## config.mk

```make
export PLATFORM = sky130hd
export DESIGN_NAME = multi_cycle_adder_flat
export DESIGN_NICKNAME = d
export VERILOG_FILES = /design/src/rtl/multi_cycle_adder_if.sv /design/src/rtl/multi_cycle_adder.sv /design/src/flat_wrapper.sv
export SDC_FILE = /design/constraint.sdc
export NUM_CORES = 1
export LEC_CHECK = 0
export ABC_AREA = 0
export ABC_CLOCK_PERIOD_IN_PS = 1600
export CAP_MARGIN = 20
export CORE_MARGIN = 2
export CORE_UTILIZATION = 45
export CTS_CLUSTER_DIAMETER = 120
export DETAILED_ROUTE_END_ITERATION = 12
export PLACE_DENSITY = 0.8
export SLEW_MARGIN = 5
export SYNTH_ARGS = -nofsm -noshare
export SYNTH_HDL_FRONTEND = slang
export SYNTH_SLANG_ARGS = --single-unit
```

## constraint.sdc

```tcl
create_clock -name clk -period 1.6 [get_ports clk]
set_input_delay 0.32 -clock clk [delete_from_list [all_inputs] [get_ports clk]]
set_output_delay 0.32 -clock clk [all_outputs]
set_load 0.005 [all_outputs]
```

## src/rtl/multi_cycle_adder_if.sv

```systemverilog
// rtl/multi_cycle_adder_if.sv - request/result bundle for multi_cycle_adder
// ovf is present only when ADDER_OVERFLOW_EN is defined.
interface multi_cycle_adder_if #(
  parameter int WIDTH = 8
);
  logic             start;
  logic [WIDTH-1:0] a;
  logic [WIDTH-1:0] b;
  logic             cin;
  logic             sub;
  logic             ready;
  logic             done;
  logic [WIDTH-1:0] sum;
  logic             cout;
`ifdef ADDER_OVERFLOW_EN
  logic             ovf;

  modport master (output start, a, b, cin, sub, input ready, done, sum, cout, ovf);
  modport slave  (input start, a, b, cin, sub, output ready, done, sum, cout, ovf);
`else
  modport master (output start, a, b, cin, sub, input ready, done, sum, cout);
  modport slave  (input start, a, b, cin, sub, output ready, done, sum, cout);
`endif
endinterface

```

## src/rtl/multi_cycle_adder.sv

```systemverilog
// rtl/multi_cycle_adder.sv - WIDTH-bit add/sub computed DIGIT bits per clock
// Optional signed overflow output enabled by ADDER_OVERFLOW_EN.
module multi_cycle_adder #(
  parameter int WIDTH = 8,
  parameter int DIGIT = 2
) (
  input  logic              clk,
  input  logic              rst_n,
  multi_cycle_adder_if.slave bus
);
  localparam int STEPS = WIDTH / DIGIT;
  localparam int CW    = (STEPS > 1) ? $clog2(STEPS) : 1;
  localparam logic [CW-1:0] LAST = CW'(STEPS - 1);

  localparam logic [1:0] S_IDLE = 2'd0;
  localparam logic [1:0] S_RUN  = 2'd1;
  localparam logic [1:0] S_DONE = 2'd2;

  generate
    if (WIDTH < 1 || DIGIT < 1 || (WIDTH % DIGIT) != 0) begin : g_bad_cfg
      $error("multi_cycle_adder: DIGIT must be >= 1 and divide WIDTH");
    end
  endgenerate

  logic [1:0]       state_q, state_d;
  logic [WIDTH-1:0] opa_q, opa_d;
  logic [WIDTH-1:0] opb_q, opb_d;
  logic [WIDTH-1:0] acc_q, acc_d;
  logic             carry_q, carry_d;
  logic [CW-1:0]    cnt_q, cnt_d;
  logic [WIDTH-1:0] sum_q, sum_d;
  logic             cout_q, cout_d;
`ifdef ADDER_OVERFLOW_EN
  logic             ovf_q, ovf_d;
`endif

  logic [DIGIT:0]   slice;
  logic [WIDTH-1:0] acc_next;

  // Low slice of each operand plus ripple carry; the result enters the working sum from the top.
  assign slice    = {1'b0, opa_q[DIGIT-1:0]} + {1'b0, opb_q[DIGIT-1:0]} + (DIGIT+1)'(carry_q);
  assign acc_next = (acc_q >> DIGIT) | (WIDTH'(slice[DIGIT-1:0]) << (WIDTH - DIGIT));

  always_comb begin
    state_d = state_q;
    opa_d   = opa_q;
    opb_d   = opb_q;
    acc_d   = acc_q;
    carry_d = carry_q;
    cnt_d   = cnt_q;
    sum_d   = sum_q;
    cout_d  = cout_q;
`ifdef ADDER_OVERFLOW_EN
    ovf_d   = ovf_q;
`endif
    case (state_q)
      S_IDLE: begin
        if (bus.start) begin
          opa_d   = bus.a;
          opb_d   = bus.sub ? ~bus.b : bus.b;
          carry_d = bus.cin;
          acc_d   = '0;
          cnt_d   = '0;
          state_d = S_RUN;
        end
      end
      S_RUN: begin
        acc_d   = acc_next;
        carry_d = slice[DIGIT];
        opa_d   = opa_q >> DIGIT;
        opb_d   = opb_q >> DIGIT;
        cnt_d   = cnt_q + 1'b1;
        if (cnt_q == LAST) begin
          sum_d   = acc_next;
          cout_d  = slice[DIGIT];
`ifdef ADDER_OVERFLOW_EN
          // Carry into the MSB is recovered from the MSB operand bits and sum bit.
          ovf_d   = opa_q[DIGIT-1] ^ opb_q[DIGIT-1] ^ slice[DIGIT-1] ^ slice[DIGIT];
`endif
          state_d = S_DONE;
        end
      end
      S_DONE:  state_d = S_IDLE;
      default: state_d = S_IDLE;
    endcase
  end

  always_ff @(posedge clk) begin
    if (!rst_n) begin
      state_q <= S_IDLE;
      opa_q   <= '0;
      opb_q   <= '0;
      acc_q   <= '0;
      carry_q <= 1'b0;
      cnt_q   <= '0;
      sum_q   <= '0;
      cout_q  <= 1'b0;
`ifdef ADDER_OVERFLOW_EN
      ovf_q   <= 1'b0;
`endif
    end else begin
      state_q <= state_d;
      opa_q   <= opa_d;
      opb_q   <= opb_d;
      acc_q   <= acc_d;
      carry_q <= carry_d;
      cnt_q   <= cnt_d;
      sum_q   <= sum_d;
      cout_q  <= cout_d;
`ifdef ADDER_OVERFLOW_EN
      ovf_q   <= ovf_d;
`endif
    end
  end

  assign bus.ready = (state_q == S_IDLE);
  assign bus.done  = (state_q == S_DONE);
  assign bus.sum   = sum_q;
  assign bus.cout  = cout_q;
`ifdef ADDER_OVERFLOW_EN
  assign bus.ovf   = ovf_q;
`endif
endmodule
```

## src/flat_wrapper.sv

```systemverilog
// flat-port wrapper written by rule: the top's interface ports become plain ports
module multi_cycle_adder_flat 
#(
  parameter int WIDTH = 8,
  parameter int DIGIT = 2
)
  (clk, rst_n, bus_start, bus_a, bus_b, bus_cin, bus_sub, bus_ready, bus_done, bus_sum, bus_cout);
  multi_cycle_adder_if #(.WIDTH(WIDTH)) bus_i ();
  input  logic clk;
  input  logic rst_n;
  input wire logic [$bits(bus_i.start)-1:0] bus_start;
  input wire logic [$bits(bus_i.a)-1:0] bus_a;
  input wire logic [$bits(bus_i.b)-1:0] bus_b;
  input wire logic [$bits(bus_i.cin)-1:0] bus_cin;
  input wire logic [$bits(bus_i.sub)-1:0] bus_sub;
  output wire logic [$bits(bus_i.ready)-1:0] bus_ready;
  output wire logic [$bits(bus_i.done)-1:0] bus_done;
  output wire logic [$bits(bus_i.sum)-1:0] bus_sum;
  output wire logic [$bits(bus_i.cout)-1:0] bus_cout;
  assign bus_i.start = bus_start;
  assign bus_i.a = bus_a;
  assign bus_i.b = bus_b;
  assign bus_i.cin = bus_cin;
  assign bus_i.sub = bus_sub;
  assign bus_ready = bus_i.ready;
  assign bus_done = bus_i.done;
  assign bus_sum = bus_i.sum;
  assign bus_cout = bus_i.cout;
  multi_cycle_adder #(.WIDTH(WIDTH), .DIGIT(DIGIT)) u_core (.clk(clk), .rst_n(rst_n), .bus(bus_i));
endmodule
```

---- Word level (Yosys, flattened, before mapping) ----
Cells that the tools add are included.
word-level totals
  bits in registers ....................... 38
  input bits .............................. 21
  word-level logic and storage cells ...... 37
operators by class
  $add $sub $neg .......................... 3
  equal/unequal tests ..................... 5
  multiplexer cells ....................... 14
  bitwise operators ....................... 2
  reductions and logical operators ........ 5
operator list
  kind                   number
  $pmux W8 S2            3
  $mux W8                4
  $not A8 Y8             1
  $or A6 B8 Y8           1
  $pmux W2 S2            2
  $mux W2                3
  $reduce_and A2 Y1      3
  $eq A2 B2 Y1 const B   2
  $add A2 B2 Y3          1
  $add A3 B1 Y3          1
  $add A2 B1 Y2 const B  1
  $eq A2 B1 Y1 const B   1
  $logic_not A2 Y1       1
  $ne A2 B1 Y1 const B   1
  $ne A2 B2 Y1 const B   1
  $pmux W1 S2            1
  $reduce_bool A2 Y1     1
  $mux W1                1

---- Depth between registers and ports, before layout ----
Gate-level depths: netlist of the first run.
  word-level depth ........................ 4
  mapped depth ............................ 6
  mapped depth without buffers ............ 6

---- Least setup slack after synthesis of the first run ----
OpenSTA, ideal clock, no wires.
  kind .................................... register to register
  from .................................... register u_core.carry_q
  to ...................................... register u_core.carry_q
  setup time .............................. 0.095 ns
  arrival time ............................ 1.495 ns
  data required time ...................... 1.505 ns
  slack ................................... 0.010 ns
  stages on the path, launching flop included .. 7
  path buffers ............................ 0
  clock period less this slack ............ 1.590 ns
  cells stage by stage .................... dfxtp_1 -> inv_1 -> fa_1 -> fa_1 -> nand2_1 -> o31ai_1 -> a221oi_1
between the ends
  longest elaborated chain between the ends .. 2
RTL lines
  item                    RTL line                  source
  from (decl)             multi_cycle_adder.sv:29   logic carry_q, carry_d;
  from (signal assigned)  multi_cycle_adder.sv:106  carry_q <= carry_d;
  $add A3 B1 Y3           multi_cycle_adder.sv:41   assign slice = {1'b0, opa_q[DIGIT-1:0]} + {1'b0, opb_q[DIGIT-1:0]} + (DIGIT+1)'(carry_q);
  $pmux W1 S2             multi_cycle_adder.sv:56   case (state_q)
Every way passes these cells.
A chain may end at the register's enable or synchronous reset.

---- Worst setup path in the final report of the first run ----
Same ends and word-level chain as after synthesis.

==> results of run 1 <==
cell type report:
class	instances	area share
Tap cell	46	0.0269
Timing Repair Buffer	47	0.205
Clock inverter	3	0.0198
Multi-Input combinational cell	117	0.374
Sequential cell	36	0.341
Clock buffer	5	0.0175
Inverter	9	0.0158
metrics by stage:
| stage | std cells | util | setup WS (ns) |
|---|---|---|---|
| detailed placement | 252 | 0.595 | -0.0670 |
| global route | 263 | 0.632 | -0.0840 |
| floorplan | 174 | - | 0.00994 |
| finish | 263 | 0.632 | -0.0301 |
| global placement | 252 | 0.595 | -0.0356 |
| CTS | 263 | 0.629 | -0.0254 |
what timing repair did:
item / CTS / global route
buffers inserted: 3 / 0
gates resized for setup: 10 / 3
setup endpoints to repair: 6 / 3
pin swaps: 0 / 1
hold buffers: 0 / 0
per-layer routing:
layer  part of all wire  up-vias  global-route usage
met5                  0        -                   0
met4              0.015        0              0.0734
met3              0.033        5              0.0405
met2               0.50       24               0.298
met1               0.45      630               0.235
li1                   -      703                   -
worst max path at each step:
stage                     slack, ns                        start  cells past startpoint                           end
after floorplan                0.01  u_core.carry_q$_SDFFE_PN0P_                      6   u_core.carry_q$_SDFFE_PN0P_
after global placement        -0.04                    bus_start                      5  u_core.opa_q[4]$_SDFFE_PN0P_
after detailed placement      -0.07                    bus_start                      5  u_core.opa_q[4]$_SDFFE_PN0P_
after CTS                     -0.03  u_core.carry_q$_SDFFE_PN0P_                      5  u_core.acc_q[7]$_SDFFE_PN0P_
after global routing          -0.08  u_core.carry_q$_SDFFE_PN0P_                      6   u_core.carry_q$_SDFFE_PN0P_
final                         -0.03  u_core.carry_q$_SDFFE_PN0P_                      6   u_core.carry_q$_SDFFE_PN0P_
kinds of logic (layout without fill, tap and decap cells):
logic type	Yosys count	after routing	synth area share
simple gates	47	47	0.152
xor+xnor	8	8	0.0432
mux	2	2	0.0124
compound gates	57	57	0.244
buf+inv	21	64	0.0710
fa+ha+maj	3	3	0.0324
flops	36	36	0.445
state kept, by name, summed over array words and instances (netlist names):
register         count
u_core.opb_q         8
u_core.opa_q         8
u_core.cnt_q         2
u_core.bus.sum       8
u_core.carry_q       1
u_core.state_q       2
u_core.acc_q         6
u_core.bus.cout      1
critical path, delay by kind of cell, from the launching register on:
kind	cells	cell delay, ns
flops	1	0.35
buf+inv	1	0.05
fa+ha+maj	2	0.73
compound gates	2	0.33
simple gates	1	0.08
power by group:
group	switching [mW]	internal [mW]	total, mW
Sequential	0.0305	0.937	0.968
Clock	0.319	0.326	0.645
Combinational	0.129	0.163	0.292
placed cells by master (no fill, tap or decap), types with 3 or more instances in the layout:
| master | instances |
|---|---|
| sky130_fd_sc_hd__a21oi_1 | 12 |
| sky130_fd_sc_hd__a221oi_1 | 3 |
| sky130_fd_sc_hd__a22oi_1 | 13 |
| sky130_fd_sc_hd__buf_4 | 15 |
| sky130_fd_sc_hd__clkbuf_4 | 5 |
| sky130_fd_sc_hd__clkdlybuf4s50_1 | 29 |
| sky130_fd_sc_hd__dfxtp_1 | 32 |
| sky130_fd_sc_hd__inv_1 | 5 |
| sky130_fd_sc_hd__nand2_1 | 18 |
| sky130_fd_sc_hd__nor2_1 | 13 |
| sky130_fd_sc_hd__o21ai_0 | 10 |
| sky130_fd_sc_hd__o221ai_1 | 6 |
| sky130_fd_sc_hd__o22ai_1 | 6 |
| sky130_fd_sc_hd__or3b_2 | 4 |
| sky130_fd_sc_hd__xnor2_1 | 6 |
==> impl_metrics.toml, run 1 <==
[setup_path]
worst_path_most_repeated_cell = "sky130_fd_sc_hd__fa_2"
required_worst_endpoint_ns = 1.85
r2r-start = "u_core.carry_q$_SDFFE_PN0P_"
critical_path_peak_fanout = 2
worst_path_largest_cell_delay_ns = 0.38
register_to_register_setup_slack_ns = -0.03
cp_data_arrival_time_ns = 1.88
crit_path_end_kind = "flop"
slowest_stage = "sky130_fd_sc_hd__fa_2"
crit_chain = "inv_2, fa_2, fa_2, nand2_1, o31ai_1, a221oi_1"
worst_r2r_endpoint = "u_core.carry_q$_SDFFE_PN0P_"
timing_worst_setup_path_type = "flop to flop"
setup.worst_path.start_class = "flop"
worst_r2r_path_depth = 6

[yosys]
async_flop_share = 0
synthTopCellsByCount = "sky130_fd_sc_hd__dfxtp_1 (36), sky130_fd_sc_hd__nand2_1 (18), sky130_fd_sc_hd__a22oi_1 (13), sky130_fd_sc_hd__nor2_1 (13), sky130_fd_sc_hd__a21oi_1 (12)"
syn_avg_cell_area_um2 = 9.31
synth.ff_latch_count = 36
ys_dominant_reg_cell = "sky130_fd_sc_hd__dfxtp_1"
synth.area.top_cells = "sky130_fd_sc_hd__dfxtp_1 (44%), sky130_fd_sc_hd__a22oi_1 (6.0%), sky130_fd_sc_hd__nand2_1 (4.2%), sky130_fd_sc_hd__a21oi_1 (3.7%), sky130_fd_sc_hd__o221ai_1 (3.2%)"
post_synth_inst_count = 174
synth_edf_count = 0
mappedNetlistNets = 198
synth_largest_area_cell = "sky130_fd_sc_hd__dfxtp_1"
yosys_warnings = 0
leading_cell_type_by_number_of_instances_after_synthesis = "sky130_fd_sc_hd__dfxtp_1"
yosys.cell_types.count = 38
synth.yosys.seq_area_share = 0.445
mappedNetlistArea_um2 = 1620
synth.top_cell.area_share = 0.445

[hold_path]
worst_hold_path.endpoint = "u_core.bus.sum[2]$_SDFFE_PN0P_"
hold-path-cell-count = 2
min-delay-start = "u_core.bus.sum[2]$_SDFFE_PN0P_"
min_delay_path_class = "flop to flop"

[routing]
iteration_count_of_the_initial_detailed_routing_pass = 4
antenna_left = 0
drt-vias-per-instance = 5.18
route.vias.total = 1362
drt_first_iter_violations = 82
drc = 0
postRouteWirelength_mm = 3.37
detail_route.wl_per_cell_um = 12.8

[final_layout]
fraction_of_layout_instances_using_a_drive_strength_above_1 = 0.207
multi_input_area_um2 = 801
filler_cell_count = 280
diode_count = 0
area.growth.synth_to_final_pct = 32.3
final_area_um2 = 2140
fin_nets = 240
final-seq-area_um2 = 731

[power_and_ir_drop]
total_power_mw = 1.90
leak_pwr_nw = 0.772
worst_ir_drop_vdd_mv = 0.536
p_per_area_nw_per_um2 = 889

[global_route]
grt_first_pass_wirelength_mm = 5.91
maximum_number_of_pins_on_one_net_before_global_route_repair = 28
via_count_of_the_first_global_routing_pass = 1313
antenna_found_initial = 0
track_usage = 0.183
globalRouteOverflowTotal = 0

[clock_tree]
numCtsBuffers = 5
clkTransAtPathRegs_ns = 0.11
clock_sink_count = 36
ctsHtreeMaxLevel = 2
clock_tree.root_cell = "sky130_fd_sc_hd__clkbuf_4"
tritoncts = "yes"
worst_skew_pair.late_latency_ns = 0.35
ctsLongestPathBuffers = 2

[sta]
setup_viol = 2
max_slew.worst_pin.slew_ns = 0.346
final.setup.tns_ns = -0.0367
finClkSkew_ns = 0.00399
timing.final.hold_violations = 0
final_max_slew_viol_count = 0
worst_hold_slack_ns = 0.459
timing.max_slew.rel_slack = 0.769
setup_repair_after_global_routing_missed_its_margin = "yes"
timing.final.crit_period_ns = 1.63
maxClockFrequency_ghz = 0.613
min_period_over_period = 1.02
finalWorstSetupSlack_ns = -0.0301

[job]
cap_viol_max_count = 0

[placed_design]
place_congestion = 0.781
dp_hpwl_mm = 2.33
port-buffer-count = 31
dpl-instance-area_um2 = 2020

[die]
row_count = 21
die_height_um = 64.0
core_area_um2 = 3390
initial_utilization = 0.478
top_level_ports = 32
chipWidth_um = 64.0
fp.dieArea_um2 = 4100

[run_status]
status = "finished, violations left"
violations = "negative setup slack"
Power figures use the tool's default switching activity.
==> run 2: changes to the inputs <==
CTS_CLUSTER_SIZE = 10   (was not set)
SKIP_LAST_GASP = 1   (was not set)
==> results of run 2 <==
No change in the layout: final DEF, timing and power equal those of run 1.
==> run 3: changes to the inputs <==
PLACE_DENSITY = 0.74   (was 0.8)
RECOVER_POWER = 50   (was not set)
==> run 3 against run 2 <==
The flow now finishes without violations. Utilization decreased by 0.81 points. Die area unchanged. Final area decreased by 1.3%. Global-route usage decreased by 0.15 points. Wire length increased by 2.8%. Power decreased by 7.4%. Worst setup slack improved by 0.056 ns. Sequential share of layout area increased by 0.27 points. Via count increased by 4.8%. Maximum frequency increased by 3.5%. Count of clock-buffer cells in the layout increased by 2. Highest routed layer unchanged.
==> impl_metrics.toml, run 3 (synthesis results as in run 1) <==
[sta]
finClkSkew_ns = 0.00642
min_period_over_period = 0.984
timing.final.crit_period_ns = 1.57
timing.final.hold_violations = 0
setup_viol = 0
max_slew.worst_pin.slew_ns = 0.349
maxClockFrequency_ghz = 0.635
worst_hold_slack_ns = 0.460
timing.max_slew.rel_slack = 0.768
setup_repair_after_global_routing_missed_its_margin = "yes"
final_max_slew_viol_count = 0

[die]
chipWidth_um = 64.0
top_level_ports = 32
core_area_um2 = 3390
initial_utilization = 0.478
die_height_um = 64.0
fp.dieArea_um2 = 4100
row_count = 21

[global_route]
maximum_number_of_pins_on_one_net_before_global_route_repair = 16
globalRouteOverflowTotal = 0
grt_first_pass_wirelength_mm = 5.82
track_usage = 0.182
antenna_found_initial = 0
via_count_of_the_first_global_routing_pass = 1313

[placed_design]
dp_hpwl_mm = 2.44
dpl-instance-area_um2 = 2020
place_congestion = 0.768
port-buffer-count = 31

[routing]
iteration_count_of_the_initial_detailed_routing_pass = 4
postRouteWirelength_mm = 3.46
route.vias.total = 1428
detail_route.wl_per_cell_um = 13.1
drc = 0
drt-vias-per-instance = 5.41
antenna_left = 0
drt_first_iter_violations = 70

[final_layout]
most-common-layout-cells = "sky130_fd_sc_hd__dfxtp_1 (33), sky130_fd_sc_hd__clkdlybuf4s50_1 (28), sky130_fd_sc_hd__nand2_1 (18), sky130_fd_sc_hd__buf_4 (14)"
final_area_um2 = 2120
final-seq-area_um2 = 727
filler_cell_count = 274
multi_input_area_um2 = 801
fraction_of_layout_instances_using_a_drive_strength_above_1 = 0.193
area.growth.synth_to_final_pct = 30.6
fin_nets = 241
commonest_non_fill_non_tap_cell_in_the_layout = "sky130_fd_sc_hd__dfxtp_1"
diode_count = 0

[power_and_ir_drop]
total_power_mw = 1.76
worst_ir_drop_vdd_mv = 0.453
p_per_area_nw_per_um2 = 834
leak_pwr_nw = 0.769

[setup_path]
timing_worst_setup_path_type = "flop to flop"
critical_path_peak_fanout = 2
required_worst_endpoint_ns = 1.84
worst_r2r_endpoint = "u_core.acc_q[7]$_SDFFE_PN0P_"
worst_r2r_path_depth = 5
register_to_register_setup_slack_ns = 0.03
r2r-start = "u_core.carry_q$_SDFFE_PN0P_"
crit_path_end_kind = "flop"
worstSetupEndpoint = "u_core.acc_q[7]$_SDFFE_PN0P_"
cp_data_arrival_time_ns = 1.82
setup.worst_path.start_class = "flop"
crit_path_start = "u_core.carry_q$_SDFFE_PN0P_"

[clock_tree]
clock_sink_count = 36
clkTransAtPathRegs_ns = 0.11
clock_tree.root_cell = "sky130_fd_sc_hd__clkbuf_4"
numCtsBuffers = 5
ctsHtreeMaxLevel = 2
ctsLongestPathBuffers = 2
worst_skew_pair.late_latency_ns = 0.34
tritoncts = "yes"

[hold_path]
min_delay_path_class = "flop to flop"
hold-path-cell-count = 2

[job]
cap_viol_max_count = 0

[run_status]
status = "finished clean"
## run 3: how the worst min path moves through the flow
stage / from / endpoint
6_report: u_core.acc_q[3]$_SDFFE_PN0P_ / u_core.bus.sum[1]$_SDFFE_PN0P_
5_1_grt: u_core.bus.sum[0]$_SDFFE_PN0P_ / u_core.bus.sum[0]$_SDFFE_PN0P_
4_1_cts: u_core.bus.sum[0]$_SDFFE_PN0P_ / u_core.bus.sum[0]$_SDFFE_PN0P_
3_5_place_dp: u_core.bus.sum[0]$_SDFFE_PN0P_ / u_core.bus.sum[0]$_SDFFE_PN0P_
3_3_place_gp: u_core.acc_q[3]$_SDFFE_PN0P_ / u_core.bus.sum[1]$_SDFFE_PN0P_
2_1_floorplan: u_core.acc_q[2]$_SDFFE_PN0P_ / u_core.bus.sum[0]$_SDFFE_PN0P_
## run 3: layout make-up
type	count	share of cell area
clock inverters	1	0.00355
clock buffers	7	0.0260
flip-flops and latches	36	0.344
well taps	46	0.0272
inverters	9	0.0160
repair buffers	47	0.205
multi-input cells	118	0.378
## run 3: routing by layer
| layer | routed length (um) | up-vias | track usage |
|---|---|---|---|
| met2 | 1610 | 38 | 0.297 |
| met1 | 1600 | 675 | 0.227 |
| met3 | 200 | 5 | 0.0493 |
| li1 | - | 710 | - |
| met5 | 0 | - | 0 |
| met4 | 54 | 0 | 0.0707 |
## run 3: metrics by stage
stage	TNS, ns	setup WS [ns]	util	instances
after floorplan	0	0.00994	-	174
after global placement	-0.148	-0.0330	0.597	253
after detailed placement	-0.548	-0.0722	0.597	253
after CTS	-0.0790	-0.0664	0.621	262
after global routing	-0.402	-0.0854	0.624	264
final	0	0.0255	0.624	264
## run 3: where the power goes
part           internal, mW  switching (mW)  leakage (nW)
registers             0.937          0.0312         0.296
logic                 0.157           0.127         0.442
clock network         0.215           0.296        0.0315
## run 3: timing repair
item,4_1_cts,5_1_grt
cloned,0,1
buffers inserted,1,1
resized for setup,9,5
pin swaps,1,2
hold buffers,0,0
endpoints found under the setup margin,5,6
## run 3: critical path, cell delays in order (launching register included)
cell and delay, ns:
sky130_fd_sc_hd__dfxtp_2 0.34, sky130_fd_sc_hd__inv_2 0.04, sky130_fd_sc_hd__fa_2 0.38, sky130_fd_sc_hd__fa_2 0.56, sky130_fd_sc_hd__a2bb2oi_2 0.13, sky130_fd_sc_hd__nor2_1 0.04
